### config.mk
export PLATFORM = sky130hd
export DESIGN_NAME = shift_walk_ctrl
export DESIGN_NICKNAME = d
export VERILOG_FILES = /design/src/rtl/shift_walk_pkg.sv /design/src/rtl/onehot_enc.sv /design/src/rtl/shift_walk_ctrl.sv
export SDC_FILE = /design/constraint.sdc
export NUM_CORES = 1
export LEC_CHECK = 0
export ABC_CLOCK_PERIOD_IN_PS = 3400
export BUFFER_PORTS_ARGS = -buffer_cell sky130_fd_sc_hd__buf_2
export CAP_MARGIN = 5
export CORE_UTILIZATION = 59
export CTS_BUF_LIST = sky130_fd_sc_hd__clkbuf_8
export DETAILED_ROUTE_END_ITERATION = 7
export GPL_TIMING_DRIVEN = 1
export PLACE_DENSITY = 0.87
export SLEW_MARGIN = 20
export SYNTH_ARGS = -nofsm -noshare
export SYNTH_HDL_FRONTEND = slang
export SYNTH_SLANG_ARGS = --single-unit
### constraint.sdc
create_clock -name clk_in -period 3.4 [get_ports clk_in]
set_clock_uncertainty 0.05 [all_clocks]
set_input_delay 0.17 -clock clk_in [delete_from_list [all_inputs] [get_ports clk_in]]
set_output_delay 0.17 -clock clk_in [all_outputs]
set_load 0.05 [all_outputs]
### src/rtl/shift_walk_pkg.sv
// Shared types and constants for the walking-one shifter controller/checker.
package shift_walk_pkg;

   // Controller states; the encoding is fixed so that IDLE is all-zero.
   typedef enum logic [2:0] {
      IDLE  = 3'd0,
      CLEAR = 3'd1,
      LOAD  = 3'd2,
      TRACK = 3'd3,
      DONE  = 3'd4,
      ERROR = 3'd5
   } state_t;

   // Error codes reported on err_code_out.
   localparam logic [1:0] ERR_NONE   = 2'd0;
   localparam logic [1:0] ERR_ONEHOT = 2'd1;
   localparam logic [1:0] ERR_POS    = 2'd2;
   localparam logic [1:0] ERR_EXIT   = 2'd3;

endpackage

### src/rtl/onehot_enc.sv
// Combinational one-hot encoder: index of the set bit plus a one-hot flag.
module onehot_enc #(
   parameter int unsigned WIDTH = 6,
   parameter int unsigned PW    = $clog2(WIDTH)
) (
   input  logic [WIDTH-1:0] number,
   output logic [PW-1:0]    index,
   output logic             is_onehot
);

   // OR together the indices of all set bits; exact only when one-hot.
   always_comb begin
      index = '0;
      for (int i = 0; i < int'(WIDTH); i++) begin
         if (number[i]) begin
            index = index | PW'(i);
         end
      end
   end

   // Exactly one bit set: nonzero and clearing the lowest set bit leaves zero.
   always_comb begin
      is_onehot = (number != '0) && ((number & (number - WIDTH'(1))) == '0);
   end

endmodule

### src/rtl/shift_walk_ctrl.sv
// Controller/checker for a walking-one left-shift register: loads a single 1,
// checks it walks bit 0..MSB and falls off, and repeats for PASSES walks.
module shift_walk_ctrl
   import shift_walk_pkg::*;
#(
   parameter int unsigned WIDTH  = 6,
   parameter int unsigned PASSES = 4,
   parameter int unsigned PW     = $clog2(WIDTH),
   parameter int unsigned CW     = $clog2(PASSES + 1)
) (
   input  logic             clk_in,
   input  logic             clr_n_in,
   input  logic             start_in,
   input  logic [WIDTH-1:0] number_in,
   output logic             sr_clr_out,
   output logic             load_out,
   output logic             bit1_out,
   output logic [PW-1:0]    pos_out,
   output logic             pos_valid_out,
   output logic [CW-1:0]    pass_cnt_out,
   output logic             busy_out,
   output logic             done_out,
   output logic             err_out,
   output logic [1:0]       err_code_out
);

   // Expected-position counter must also hold WIDTH for the exit cycle.
   localparam int unsigned EW = $clog2(WIDTH + 1);

   state_t          state_q, state_d;
   logic [EW-1:0]   exp_q, exp_d;
   logic [CW-1:0]   pass_q, pass_d;
   logic [1:0]      code_q, code_d;

   logic [PW-1:0]   idx;
   logic            is_onehot;
   logic            at_exp;

   onehot_enc #(
      .WIDTH (WIDTH),
      .PW    (PW)
   ) u_enc (
      .number    (number_in),
      .index     (idx),
      .is_onehot (is_onehot)
   );

   // Set bit is exactly where the walk should be this cycle.
   always_comb begin
      at_exp = is_onehot && (EW'(idx) == exp_q);
   end

   // State and counter registers.
   always_ff @(posedge clk_in or negedge clr_n_in) begin
      if (!clr_n_in) begin
         state_q <= IDLE;
         exp_q   <= '0;
         pass_q  <= '0;
         code_q  <= ERR_NONE;
      end else begin
         state_q <= state_d;
         exp_q   <= exp_d;
         pass_q  <= pass_d;
         code_q  <= code_d;
      end
   end

   // Next-state, counter updates and Moore output decode.
   always_comb begin
      state_d       = state_q;
      exp_d         = exp_q;
      pass_d        = pass_q;
      code_d        = code_q;
      sr_clr_out    = 1'b0;
      load_out      = 1'b0;
      pos_valid_out = 1'b0;
      pos_out       = '0;
      busy_out      = 1'b0;
      done_out      = 1'b0;
      err_out       = 1'b0;

      case (state_q)
         IDLE: begin
            sr_clr_out = 1'b1;
            if (start_in) begin
               state_d = CLEAR;
               pass_d  = '0;
               code_d  = ERR_NONE;
            end
         end

         CLEAR: begin
            sr_clr_out = 1'b1;
            busy_out   = 1'b1;
            state_d    = LOAD;
         end

         LOAD: begin
            load_out = 1'b1;
            busy_out = 1'b1;
            exp_d    = '0;
            state_d  = TRACK;
         end

         TRACK: begin
            busy_out = 1'b1;
            if (exp_q < EW'(WIDTH)) begin
               if (at_exp) begin
                  pos_valid_out = 1'b1;
                  pos_out       = idx;
                  exp_d         = exp_q + EW'(1);
               end else begin
                  state_d = ERROR;
                  code_d  = is_onehot ? ERR_POS : ERR_ONEHOT;
               end
            end else if (number_in != '0) begin
               state_d = ERROR;
               code_d  = ERR_EXIT;
            end else begin
               pass_d  = pass_q + CW'(1);
               state_d = ((pass_q + CW'(1)) == CW'(PASSES)) ? DONE : LOAD;
            end
         end

         DONE: begin
            done_out = 1'b1;
            state_d  = IDLE;
         end

         ERROR: begin
            sr_clr_out = 1'b1;
            err_out    = 1'b1;
            if (start_in) begin
               state_d = CLEAR;
               pass_d  = '0;
               code_d  = ERR_NONE;
            end
         end

         default: begin
            sr_clr_out = 1'b1;
            state_d    = IDLE;
         end
      endcase
   end

   // The shifter's serial input is the load strobe itself.
   always_comb begin
      bit1_out     = load_out;
      pass_cnt_out = pass_q;
      err_code_out = code_q;
   end

endmodule

---- Word-level counts from Yosys, hierarchy flattened ----
Cells that the tools add are included.
word-level totals
  output and inout bits ................... 15
  word-level logic and storage cells ...... 72
  input port bits ......................... 9
  register bits after elaboration ......... 11
cells by class
  add/subtract/negate cells ............... 3
  reduce and logical (&&, ||, !) cells .... 14
  $lt $le $gt $ge ......................... 1
  eq/ne operators ......................... 14
  multiplexer cells ....................... 35
  bitwise logic cells ..................... 1
operator list
  kind                   count
  $mux W3                15
  $mux W2                7
  $pmux W3 S2            2
  $pmux W3 S4            1
  $eq A3 B3 Y1 const B   3
  $mux W1                9
  $ne A2 B2 Y1 const B   4
  $reduce_and A4 Y1      2
  $add A3 B1 Y3 const B  2
  $and A6 B6 Y6          1
  $eq A3 B2 Y1 const B   2
  $logic_not A6 Y1       1
  $ne A3 B3 Y1 const B   2
  $reduce_bool A6 Y1     1
  $reduce_or A3 Y1       2
  $sub A6 B1 Y6 const B  1
  $pmux W2 S2            1
  $reduce_bool A2 Y1     2
  $eq A3 B1 Y1 const B   1
  $eq A3 B3 Y1           1
  $logic_not A3 Y1       1
  $lt A3 B3 Y1 const B   1
  $reduce_and A3 Y1      1
  $logic_and A1 B1 Y1    2
  3 further kinds        3

---- Logic depth before layout (Yosys ltp) ----
Gate-level depths: netlist of the first run.
  depth in word-level cells ............... 10
  mapped depth ............................ 7
  mapped depth without buffers ............ 5

---- By module ----
From an unflattened synthesis of the first run, not the netlist that was laid out.
second synthesis, totals
  cells, all modules ...................... 109
  area total of the unflattened synthesis .. 984.7 µm²
modules (own cells, without submodules)
  module           cells an instance  area each (µm²)  times used
  shift_walk_ctrl  97                 899.6            1
  onehot_enc       12                 85.1             1

---- Least setup slack after synthesis of the first run ----
Ideal clock, no wire load.
  path type ............................... register -> output
  start point ............................. reg exp_q[2]
  end point ............................... out pos_out[0]
  required time ........................... 3180 ps
  stages on the path, launching flop included .. 7
  path slack .............................. 444 ps
  buffers on the path ..................... 1
  arrival time ............................ 2736 ps
  cells stage by stage .................... dfrtp_1 or3_4 a2111oi_4 o221ai_2 or2_1 buf_2 nor3_1
on the way
  longest elaborated chain between the ends .. 5
  elaborated cells between the ends (all ways) .. 6
  those cells by class .................... order compare: 1; eq/ne: 1; mux: 3; reduce/logical: 1
RTL lines
  element                 RTL line                source
  start, declared         shift_walk_ctrl.sv:31   logic [EW-1:0] exp_q, exp_d;
  start signal, assigned  shift_walk_ctrl.sv:62   exp_q <= exp_d;
  $eq A3 B3 Y1            shift_walk_ctrl.sv:50   at_exp = is_onehot && (EW'(idx) == exp_q);
  $logic_and A1 B1 Y1     shift_walk_ctrl.sv:50
  $mux W3                 shift_walk_ctrl.sv:108  if (at_exp) begin
  $mux W3 *               shift_walk_ctrl.sv:107  if (exp_q < EW'(WIDTH)) begin
  $mux W3 *               shift_walk_ctrl.sv:82   case (state_q)
  end, declared           shift_walk_ctrl.sv:18   output logic [PW-1:0] pos_out,
Every way passes the cells marked *; elsewhere a longest branch is shown, timed or not.

---- Final worst setup path of the first run ----
Ends and elaborated chain as after synthesis.

==> results.tsv, run 1 <==
stage	metric	value	unit
cells_and_area	P&R area growth vs syn	14.7	%
worst_setup_path	WP depth	6	
clock_network	Sink Count	11	
synthesis	syn_nets	132	
synthesis	EDFF count, synth	0	
power	Seq pwr share	0.299	
worst_setup_path	crit path capture type	output pin	
worst_setup_path	Critical Path Max Stage Delay	0.43	ns
clock_network	H-tree levels	1	
synthesis	Synth cell types	44	
global_route	Total GRT Usage	0.273	
sta	RSZ-0062 raised after global routing	no	
worst_setup_path	RR Endpoint	exp_q[0]	
hold_path	Hold Path Class	in -> reg	
worst_setup_path	R2R depth	5	
placed_design	IO buf count	23	
floorplanning	Ports	24	
worst_setup_path	Reg2Reg Setup Slack	1.17	ns
route	DRT Pass-1 Iters	4	
clock_network	clk buf depth	2	
clock_network	Reg clk slew, reported paths	0.05	ns
power	Comb pwr share	0.530	
floorplanning	core area	1520	sq um
synthesis	warning count from the yosys run	0	
clock_network	TritonCTS clock tree	yes	
worst_setup_path	reg2reg start	exp_q[2]	
route	vias	964	
cells_and_area	most frequent cells in the layout	buf_2, dfrtp_1, nor2_1, nand2_1	
route	Routed WL	2250	microns
clock_network	Root Buffer Master	clkbuf_8	
synthesis	Most used DFF post-synth	dfrtp_1	
sta	Slew headroom	0.610	
clock_network	Post-CTS Setup Bufs	0	
global_route	vias in the first global route	835	
worst_setup_path	CP arrival	2.45	ns
placed_design	Post-DP HPWL	1720	microns
worst_setup_path	Crit Path Max Fanout	7	
cells_and_area	number of diodes	0	
synthesis	Gate Count Post-Synth	120	
sta	Final TNS setup	0	ns
placed_design	gpl congestion	0.840	
sta	Final min period	2.67	ns
synthesis	sequential area share after synthesis	0.281	
cells_and_area	commonest non-fill, non-tap cell in the layout	buf_2	
cells_and_area	Seq. cell area	275	sq um
worst_setup_path	worst path required time	3.18	ns
sta	f_max	0.375	GHz
cells_and_area	nets	152	
power	standby leakage power	0.510	nW
power	Clk network pwr share	0.172	
synthesis	Synth async-reset ratio	1.00	
global_route	first-pass GRT wire length	3800	microns
cells_and_area	Layout fillers	118	
floorplanning	row count	14	
route	DRC	0	
clock_network	CTS buffer count	3	
synthesis	Syn Std Cell Area	981	sq um
placed_design	post-place instance area	1070	sq um
synthesis	Yosys reg bits	11	
cells_and_area	multi-input logic area	644	sq um
route	routed len/inst	14.5	microns
sta	Final Hold Fails	0	
worst_setup_path	crit-path leading delay family	simple AND/OR/NAND/NOR gates	
global_route	initial antenna violation count	0	
power	Pwr Density	666	nW/um^2
worst_setup_path	crit path to	pos_out[0]	
sta	final setup fails	0	
status	run status	complete, no violations	
cells_and_area	share of cells above drive strength 1	0.223	
hold_path	HP Start	start_in	
floorplanning	Die Y	42.8	microns
power	Int Pwr	0.000366	W
power	Max VDD drop	0.571	mV
run	Max-cap violations	0	
clock_network	clk_lat worst skew	0.24	ns
worst_setup_path	Worst path slowest cell	dfrtp_1	
worst_setup_path	Critical path buffers and inverters	1	
synthesis	Syn Area/Cell	8.17	sq um
global_route	largest net degree at the start of global routing	14	
worst_setup_path	worst setup path class	reg -> out	
sta	Max Slew Vio Count	0	
floorplanning	Initial Utilization	0.644	
route	initial drt markers	25	
route	DRT antenna net count	0	
worst_setup_path	Critical Path Source Type	flop	
floorplanning	total die area	1830	sq um
global_route	GRT overflow	0	
cells_and_area	Post-Layout Inst Area	1120	sq um
floorplanning	Die W	42.8	microns
power	net load switching power	0.000384	W
power	sw frac	0.512	
worst_setup_path	CP Cell Sequence	or3_4 > a2111oi_4 > o221ai_2 > or2_1 > nor3_1 > buf_2	
sta	fin crit share	0.784	
route	Vias/cell	6.22	
sta	Least-Margin Pin Slew	0.577	ns
worst_setup_path	worst setup path startpoint	exp_q[2]	
cell usage after synthesis (2+ instances only):
master     n  share of area
a21oi_1    7          0.036
and3b_1    2          0.018
inv_1      4          0.015
nor4_1     3          0.019
o21ai_1    7          0.036
nand2b_1   3          0.019
or4_1      2          0.015
mux2i_1    2          0.020
dfrtp_1   11           0.28
nand2_1    9          0.034
xor2_1     4          0.036
nor2_1     9          0.034
o21ai_0    5          0.026
nand3_1    6          0.031
clkbuf_1   6          0.023
ha_1       3          0.038
nor2b_1    4          0.026
nand3b_1   2          0.015
nor3_1     4          0.020
o31ai_1    3          0.023
per-layer routing:
| metal | GRT usage | up-vias | routed length, microns |
|---|---|---|---|
| met4 | 0.0938 | 0 | 31 |
| met3 | 0.0681 | 6 | 120 |
| met2 | 0.427 | 33 | 1090 |
| met1 | 0.364 | 447 | 1000 |
| li1 | - | 478 | - |
| met5 | 0 | - | 0 |
cell type report:
cell class	count	share of cell area
clock buffer	3	0.0367
clock inverter	1	0.00334
inverter	4	0.0133
multi-input combinational	96	0.573
sequential	11	0.245
tap	16	0.0178
timing repair buffer	24	0.111
worst min path at each step:
stage               cells past startpoint               to  slack, ns
floorplan                               0  err_code_out[0]      -0.18
global placement                        1  pass_cnt_out[2]    0.00005
detailed placement                      1  err_code_out[0]   -0.00004
CTS                                     2       state_q[2]       0.11
global route                            2       state_q[2]       0.12
finish                                  2       state_q[2]       0.12
metrics by stage:
stage	util	setup WS, ns	cells	power (W)	hold WS, ns
3_3_place_gp	0.702	1.09	150	0.000605	0.0000473
3_5_place_dp	0.702	1.01	150	0.000620	-0.0000416
2_1_floorplan	-	0.444	120	0.000544	-0.176
6_report	0.738	0.734	155	0.000750	0.116
5_1_grt	0.738	0.596	155	0.000791	0.125
4_1_cts	0.738	0.746	155	0.000753	0.110
sequential cells by signal, summed over array words and instances (netlist names):
signal	flops
pass_cnt_out	3
exp_q	3
state_q	3
err_code_out	2
worst reg2reg max path, stage by stage (launching register included):
cell and delay (ns):
dfrtp_1 0.43, or3_4 0.36, a2111oi_4 0.36, o221ai_2 0.21, or2_1 0.37, a221o_1 0.32
cells by family (layout without fill, tap and decap cells):
| family | after synthesis | after routing | share of synthesized area |
|---|---|---|---|
| multiplexers | 3 | 3 | 0.0319 |
| AO/OA/AOI/OAI | 33 | 33 | 0.240 |
| AND/OR/NAND/NOR | 52 | 52 | 0.302 |
| buffers and inverters | 13 | 32 | 0.0625 |
| XOR/XNOR | 5 | 5 | 0.0446 |
| flip-flops | 11 | 11 | 0.281 |
| adder cells (fa/ha/maj) | 3 | 3 | 0.0383 |
timing repair:
action / 4_1_cts / 5_1_grt
hold endpoints to repair: 11 / 0
hold buffers: 1 / 0
resized for setup: 0 / 0
power groups by stage:
stage                     Combinational (W)  Sequential [W]  Clock, W
after detailed placement           0.000395        0.000224         0
after CTS                          0.000398        0.000224  0.000132
final                              0.000397        0.000224  0.000129
after global routing               0.000423        0.000231  0.000136
after global placement             0.000385        0.000220         0
after floorplan                    0.000322        0.000222         0
(Power assumes the default switching activity.)
==> run 2, diff against run 1 <==
--- a/config.mk
+++ b/config.mk
@@ -5,14 +5,15 @@
 export SDC_FILE = /design/constraint.sdc
 export NUM_CORES = 1
 export LEC_CHECK = 0
-export ABC_CLOCK_PERIOD_IN_PS = 3400
+export ABC_AREA = 1
+export ABC_CLOCK_PERIOD_IN_PS = 2200
 export BUFFER_PORTS_ARGS = -buffer_cell sky130_fd_sc_hd__buf_2
 export CAP_MARGIN = 5
-export CORE_UTILIZATION = 59
+export CORE_UTILIZATION = 48
 export CTS_BUF_LIST = sky130_fd_sc_hd__clkbuf_8
 export DETAILED_ROUTE_END_ITERATION = 7
 export GPL_TIMING_DRIVEN = 1
-export PLACE_DENSITY = 0.87
+export PLACE_DENSITY = 0.77
 export SLEW_MARGIN = 20
 export SYNTH_ARGS = -nofsm -noshare
 export SYNTH_HDL_FRONTEND = slang
==> constraint.sdc (replaced) <==
create_clock -name clk_in -period 2.2 [get_ports clk_in]
set_clock_uncertainty 0.05 [all_clocks]
set_input_delay 0.11 -clock clk_in [delete_from_list [all_inputs] [get_ports clk_in]]
set_output_delay 0.11 -clock clk_in [all_outputs]
set_load 0.05 [all_outputs]
==> results.tsv, run 2 <==
stage	metric	value	unit	change
clock_network	TritonCTS clock tree	yes		
route	initial drt markers	29		+16%
global_route	largest net degree at the start of global routing	12		-2
status	run status	complete, no violations		
sta	Max Slew Vio Count	0		unchanged
synthesis	Synth top area share	0.317		+0.0364
worst_setup_path	worst setup path class	reg -> out		
sta	Final TNS setup	0	ns	unchanged
clock_network	CTS resizes	0		unchanged
worst_setup_path	Critical Path Source Type	flop		
worst_setup_path	Reg2Reg Setup Slack	0.71	ns	-0.46 ns
route	DRT antenna net count	0		unchanged
sta	f_max	0.554	GHz	
global_route	vias in the first global route	729		-13%
route	DRT Pass-1 Iters	4		unchanged
synthesis	Syn Std Cell Area	868	sq um	-11%
placed_design	Place WS	0.663	ns	-0.350 ns
power	standby leakage power	0.588	nW	+15%
cells_and_area	Layout Utilization	0.625		-0.113
route	Vias/cell	4.95		-20%
sta	final worst slack	0.395	ns	-0.339 ns
global_route	first-pass GRT wire length	2930	microns	-23%
floorplanning	Initial Utilization	0.508		-0.135
route	vias	831		-14%
sta	Least-Margin Pin Slew	0.336	ns	-0.242 ns
global_route	initial antenna violation count	0		unchanged
cells_and_area	commonest non-fill, non-tap cell in the layout	nand2_1		
hold_path	Hold Path Class	in -> async		
synthesis	most frequent cell after synthesis	nand2_1		
worst_setup_path	CP arrival	1.64	ns	-0.81 ns
clock_network	Root Buffer Master	clkbuf_8		
clock_network	Reg clk slew, reported paths	0.05	ns	about the same
floorplanning	row count	15		+1
floorplanning	Ports	24		unchanged
run	Max-cap violations	0		unchanged
synthesis	Most used DFF post-synth	dfrtp_1		
route	Routed WL	1770	microns	-22%
clock_network	Sink Count	11		unchanged
worst_setup_path	worst path required time	2.04	ns	-1.14 ns
clock_network	clk buf depth	2		unchanged
synthesis	Synth async-reset ratio	1.00		unchanged
synthesis	syn_nets	128		-3.0%
sta	final setup fails	0		unchanged
worst_setup_path	crit path capture type	output pin		
cells_and_area	most frequent cells in the layout	nand2_1, buf_2, inv_1, dfrtp_1		
placed_design	gpl congestion	0.862		+2.6%
power	Max VDD drop	0.740	mV	+30%
synthesis	Synth top cells by count	nand2_1, dfrtp_1, inv_1		
synthesis	Gate Count Post-Synth	116		-3.3%
power	total power	0.00118	W	+58%
clock_network	CTS buffer count	3		unchanged
cells_and_area	P&R area growth vs syn	22.9	%	
synthesis	Syn Area/Cell	7.49	sq um	-8.4%
clock_network	clk_lat worst skew	0.24	ns	about the same
placed_design	Post-DP HPWL	1420	microns	-17%
synthesis	synth top area cells	dfrtp_1, nand2_1, nor2_4		
synthesis	EDFF count, synth	0		unchanged
synthesis	sequential area share after synthesis	0.317		+0.0364
sta	Slew headroom	0.775		+0.165
synthesis	Yosys reg bits	11		unchanged
cells_and_area	share of cells above drive strength 1	0.371		+0.148
placed_design	IO buf count	23		unchanged
floorplanning	total die area	1980	sq um	+8.4%
floorplanning	Die Y	44.5	microns	+4.1%
global_route	GRT overflow	0		unchanged
sta	Final min period	1.80	ns	
cells_and_area	number of diodes	0		unchanged
synthesis	warning count from the yosys run	0		unchanged
sta	fin crit share	0.820		
sta	RSZ-0062 raised after global routing	no		
floorplanning	core area	1710	sq um	+12%
worst_setup_path	Crit Path Max Fanout	9		+2
sta	worst hold margin	0.231	ns	+0.115 ns
sta	Final Hold Fails	0		unchanged
synthesis	area leader, netlist	dfrtp_1		
cells_and_area	nets	156		+2.6%
power	Pwr Density	1110	nW/um^2	+66%
clock_network	H-tree levels	1		unchanged
global_route	Total GRT Usage	0.208		-0.0647
floorplanning	Die W	44.5	microns	+4.1%
synthesis	Synth cell types	27		-39%
route	routed len/inst	10.5	microns	-28%
route	DRC	0		unchanged
## run 2: cell count changes after synthesis, moves of 5 or more
cell	change
nand2_2	+6
clkbuf_1	-6
nor2_4	+5
a21oi_1	-5
inv_1	+6
nand2_1	+24
## run 2: repair_timing
item | in CTS | in global routing
hold buffers | 1 | 0
setup buffers | 0 | 0
endpoints found under the hold margin | 11 | 0
## run 2: kinds of logic after synthesis
logic type      count (synthesis)  synth area share
compound gates                 11            0.0749
xor+xnor                        3            0.0303
flops                          11             0.317
simple gates                   72             0.460
buf+inv                        16            0.0749
fa+ha+maj                       3            0.0432
## run 2: metrics by stage
stage	std cells	cell area, sq um
floorplan	116	873
global placement	163	1010
detailed placement	163	1010
CTS	168	1070
global route	168	1070
finish	168	1070
## run 2: final timing paths
path                                       from         endpoint  cells past startpoint
worst max-delay path                 state_q[1]       pos_out[0]                      7
worst min-delay path                   clr_n_in  err_code_out[0]                      2
worst max register to register       state_q[1]  err_code_out[1]                      7
worst min register to register  err_code_out[0]  err_code_out[0]                      2
max in group asynchronous              clr_n_in         exp_q[0]                      2
min in group clk_in                    start_in  err_code_out[0]                      5
## run 2: cell type report
class	instances	area, sq um
clock buffers	3	41.3
clock inverters	1	3.75
multi-input cells	89	533
fillers	151	641
flip-flops and latches	11	275
well taps	25	31.3
repair buffers	24	125
inverters	15	57.6
## run 2: power breakdown
part | switching (W) | total, W | internal, W
clock network | 0.0000752 | 0.000198 | 0.000122
logic | 0.000513 | 0.000688 | 0.000175
registers | 0.0000497 | 0.000296 | 0.000247
total | 0.000638 | 0.00118 | 0.000544
## run 2: per-layer routing
metal | vias to the layer above | track usage | share of wire
met3 | 4 | 0.0286 | 0.048
met5 | - | 0 | 0
met4 | 0 | 0.158 | 0.015
li1 | 425 | - | -
met1 | 377 | 0.253 | 0.47
met2 | 25 | 0.332 | 0.46
## run 2: critical path: stages, from the launching register on
cell     delay, ns
dfrtp_1       0.42
inv_2         0.08
nor2_4        0.12
nand2_1       0.09
inv_2         0.12
nand3_4       0.15
a21oi_1       0.14
buf_2         0.27
==> run 3, diff against run 2 <==
--- a/config.mk
+++ b/config.mk
@@ -6,7 +6,7 @@
 export NUM_CORES = 1
 export LEC_CHECK = 0
 export ABC_AREA = 1
-export ABC_CLOCK_PERIOD_IN_PS = 2200
+export ABC_CLOCK_PERIOD_IN_PS = 1600
 export BUFFER_PORTS_ARGS = -buffer_cell sky130_fd_sc_hd__buf_2
 export CAP_MARGIN = 5
 export CORE_UTILIZATION = 48
==> constraint.sdc (replaced) <==
create_clock -name clk_in -period 1.6 [get_ports clk_in]
set_clock_uncertainty 0.05 [all_clocks]
set_input_delay 0.08 -clock clk_in [delete_from_list [all_inputs] [get_ports clk_in]]
set_output_delay 0.08 -clock clk_in [all_outputs]
set_load 0.05 [all_outputs]
==> results.tsv, run 3 (synthesized netlist as in run 2, its figures left out) <==
stage	metric	value	unit	change
route	initial drt markers	21		-28%
sta	fin crit share	0.982		
clock_network	TritonCTS clock tree	yes		
worst_setup_path	Worst path slowest cell	dfrtp_2		
worst_setup_path	CP Cell Sequence	nor2_4 > nand2_1 > inv_2 > nand3_4 > a21oi_2 > buf_6		
global_route	vias in the first global route	742		+1.8%
worst_setup_path	Crit Path Max Fanout	5		-4
cells_and_area	nets	161		+3.2%
route	DRT Pass-1 Iters	4		unchanged
floorplanning	Die Y	44.5	microns	unchanged
clock_network	Root Buffer Master	clkbuf_8		
global_route	met2 Use GR	0.344		+0.0118
worst_setup_path	worst setup path class	reg -> out		
floorplanning	Ports	24		unchanged
floorplanning	Initial Utilization	0.508		unchanged
sta	Max Slew Vio Count	0		unchanged
placed_design	Post-DP HPWL	1410	microns	-0.45%
worst_setup_path	worst path required time	1.47	ns	-0.57 ns
sta	Final Hold Fails	0		unchanged
global_route	first-pass GRT wire length	2870	microns	-2.1%
global_route	largest net degree at the start of global routing	12		unchanged
worst_setup_path	Critical Path Max Stage Delay	0.44	ns	+0.02 ns
hold_path	Hold Path Class	in -> async		
cells_and_area	P&R area growth vs syn	31.4	%	
global_route	initial antenna violation count	0		unchanged
sta	RSZ-0062 raised after global routing	yes		
floorplanning	Die W	44.5	microns	unchanged
route	vias	840		+1.1%
power	Pwr Density	1460	nW/um^2	+32%
power	total power	0.00166	W	+41%
sta	Least-Margin Pin Slew	0.309	ns	-0.0266 ns
cells_and_area	Layout Utilization	0.668		+0.0432
placed_design	IO buf count	23		unchanged
sta	final setup fails	0		unchanged
worst_setup_path	CP arrival	1.44	ns	-0.20 ns
global_route	GR Util met3	0.0286		unchanged
run	Max-cap violations	0		unchanged
sta	f_max	0.636	GHz	
global_route	GRT overflow	0		unchanged
cells_and_area	final non-filler cell total	173		+3.0%
cells_and_area	most frequent cells in the layout	nand2_1, buf_2, inv_1, dfrtp_1, nand3_1		
route	DRT antenna net count	0		unchanged
sta	Slew headroom	0.793		+0.0179
clock_network	Reg clk slew, reported paths	0.05	ns	about the same
floorplanning	row count	15		unchanged
route	Routed WL	1770	microns	about the same
placed_design	gpl congestion	0.753		-13%
power	standby leakage power	0.610	nW	+3.7%
clock_network	CTS buffer count	3		unchanged
cells_and_area	share of cells above drive strength 1	0.426		+0.0550
global_route	busiest layer in global routing	met2		
clock_network	clk_lat worst skew	0.24	ns	about the same
floorplanning	core area	1710	sq um	unchanged
clock_network	H-tree levels	1		unchanged
clock_network	clk buf depth	2		unchanged
sta	Final TNS setup	0	ns	unchanged
cells_and_area	commonest non-fill, non-tap cell in the layout	nand2_1		
global_route	met1 Use GR	0.230		-0.0236
clock_network	Sink Count	11		unchanged
status	run status	complete, no violations		
route	Vias/cell	4.86		-1.8%
worst_setup_path	Critical Path Source Type	flop		
placed_design	placed insts	163		unchanged
sta	Final min period	1.57	ns	
worst_setup_path	crit-path leading delay family	flip-flops		
route	routed len/inst	10.2	microns	-2.8%
route	DRC	0		unchanged
global_route	Total GRT Usage	0.198		-0.0105
worst_setup_path	Critical path buffers and inverters	2		-1
worst_setup_path	crit path capture type	output pin		
cells_and_area	number of diodes	0		unchanged
floorplanning	total die area	1980	sq um	unchanged
power	Max VDD drop	0.937	mV	+27%
## run 3: worst register-to-register path: stages, from the launching register on
cell and delay, ns:
dfrtp_2 0.44, nor2_4 0.16, nand2_1 0.10, inv_2 0.10, nand3_4 0.11, buf_4 0.16
buf_4 0.15, nand4_1 0.09, nand2_1 0.06
## run 3: worst paths after layout
path | from | end | slack, ns | cells after the start
worst max register to register | state_q[2] | err_code_out[1] | 0.09 | 8
worst min register to register | err_code_out[0] | err_code_out[0] | 0.43 | 2
worst max-delay path | state_q[2] | pos_out[0] | 0.03 | 6
worst min-delay path | clr_n_in | exp_q[2] | 0.19 | 2
min in group clk_in | start_in | err_code_out[0] | 0.23 | 5
max in group asynchronous | clr_n_in | state_q[2] | 1.08 | 2
## run 3: power breakdown
part | internal (W) | switching [W]
logic | 0.000273 | 0.000719
registers | 0.000341 | 0.0000586
clock network | 0.000171 | 0.000101
## run 3: routing by layer
layer	wire length [microns]	up-vias
li1	-	433
met1	764	383
met2	910	19
met3	52	5
met4	39	0
met5	0	-
## run 3: area by class of cell
cell class                      count  area, sq um
Clock inverter                      1         5.00
Multi-Input combinational cell     89          542
Clock buffer                        3         41.3
Timing Repair Buffer               29          188
Tap cell                           25         31.3
Fill cell                         153          567
Inverter                           15         57.6
Sequential cell                    11          277
## run 3: repair_timing
item                       CTS  global route
buffers inserted             4             1
hold buffers                 1             0
resized for setup            6             3
gates cloned                 0             0
setup endpoints to repair    4             4
pin swaps                    1             0
hold endpoints to repair    11             0
## run 3: metrics by stage
step	setup WS (ns)	instance area [sq um]	hold WS (ns)
after floorplan	-0.127	882	-0.266
after global placement	0.0864	1020	-0.0894
after detailed placement	0.0668	1020	-0.0889
after CTS	0.0197	1120	0.194
after global routing	-0.0505	1140	0.226
final	0.0289	1140	0.192
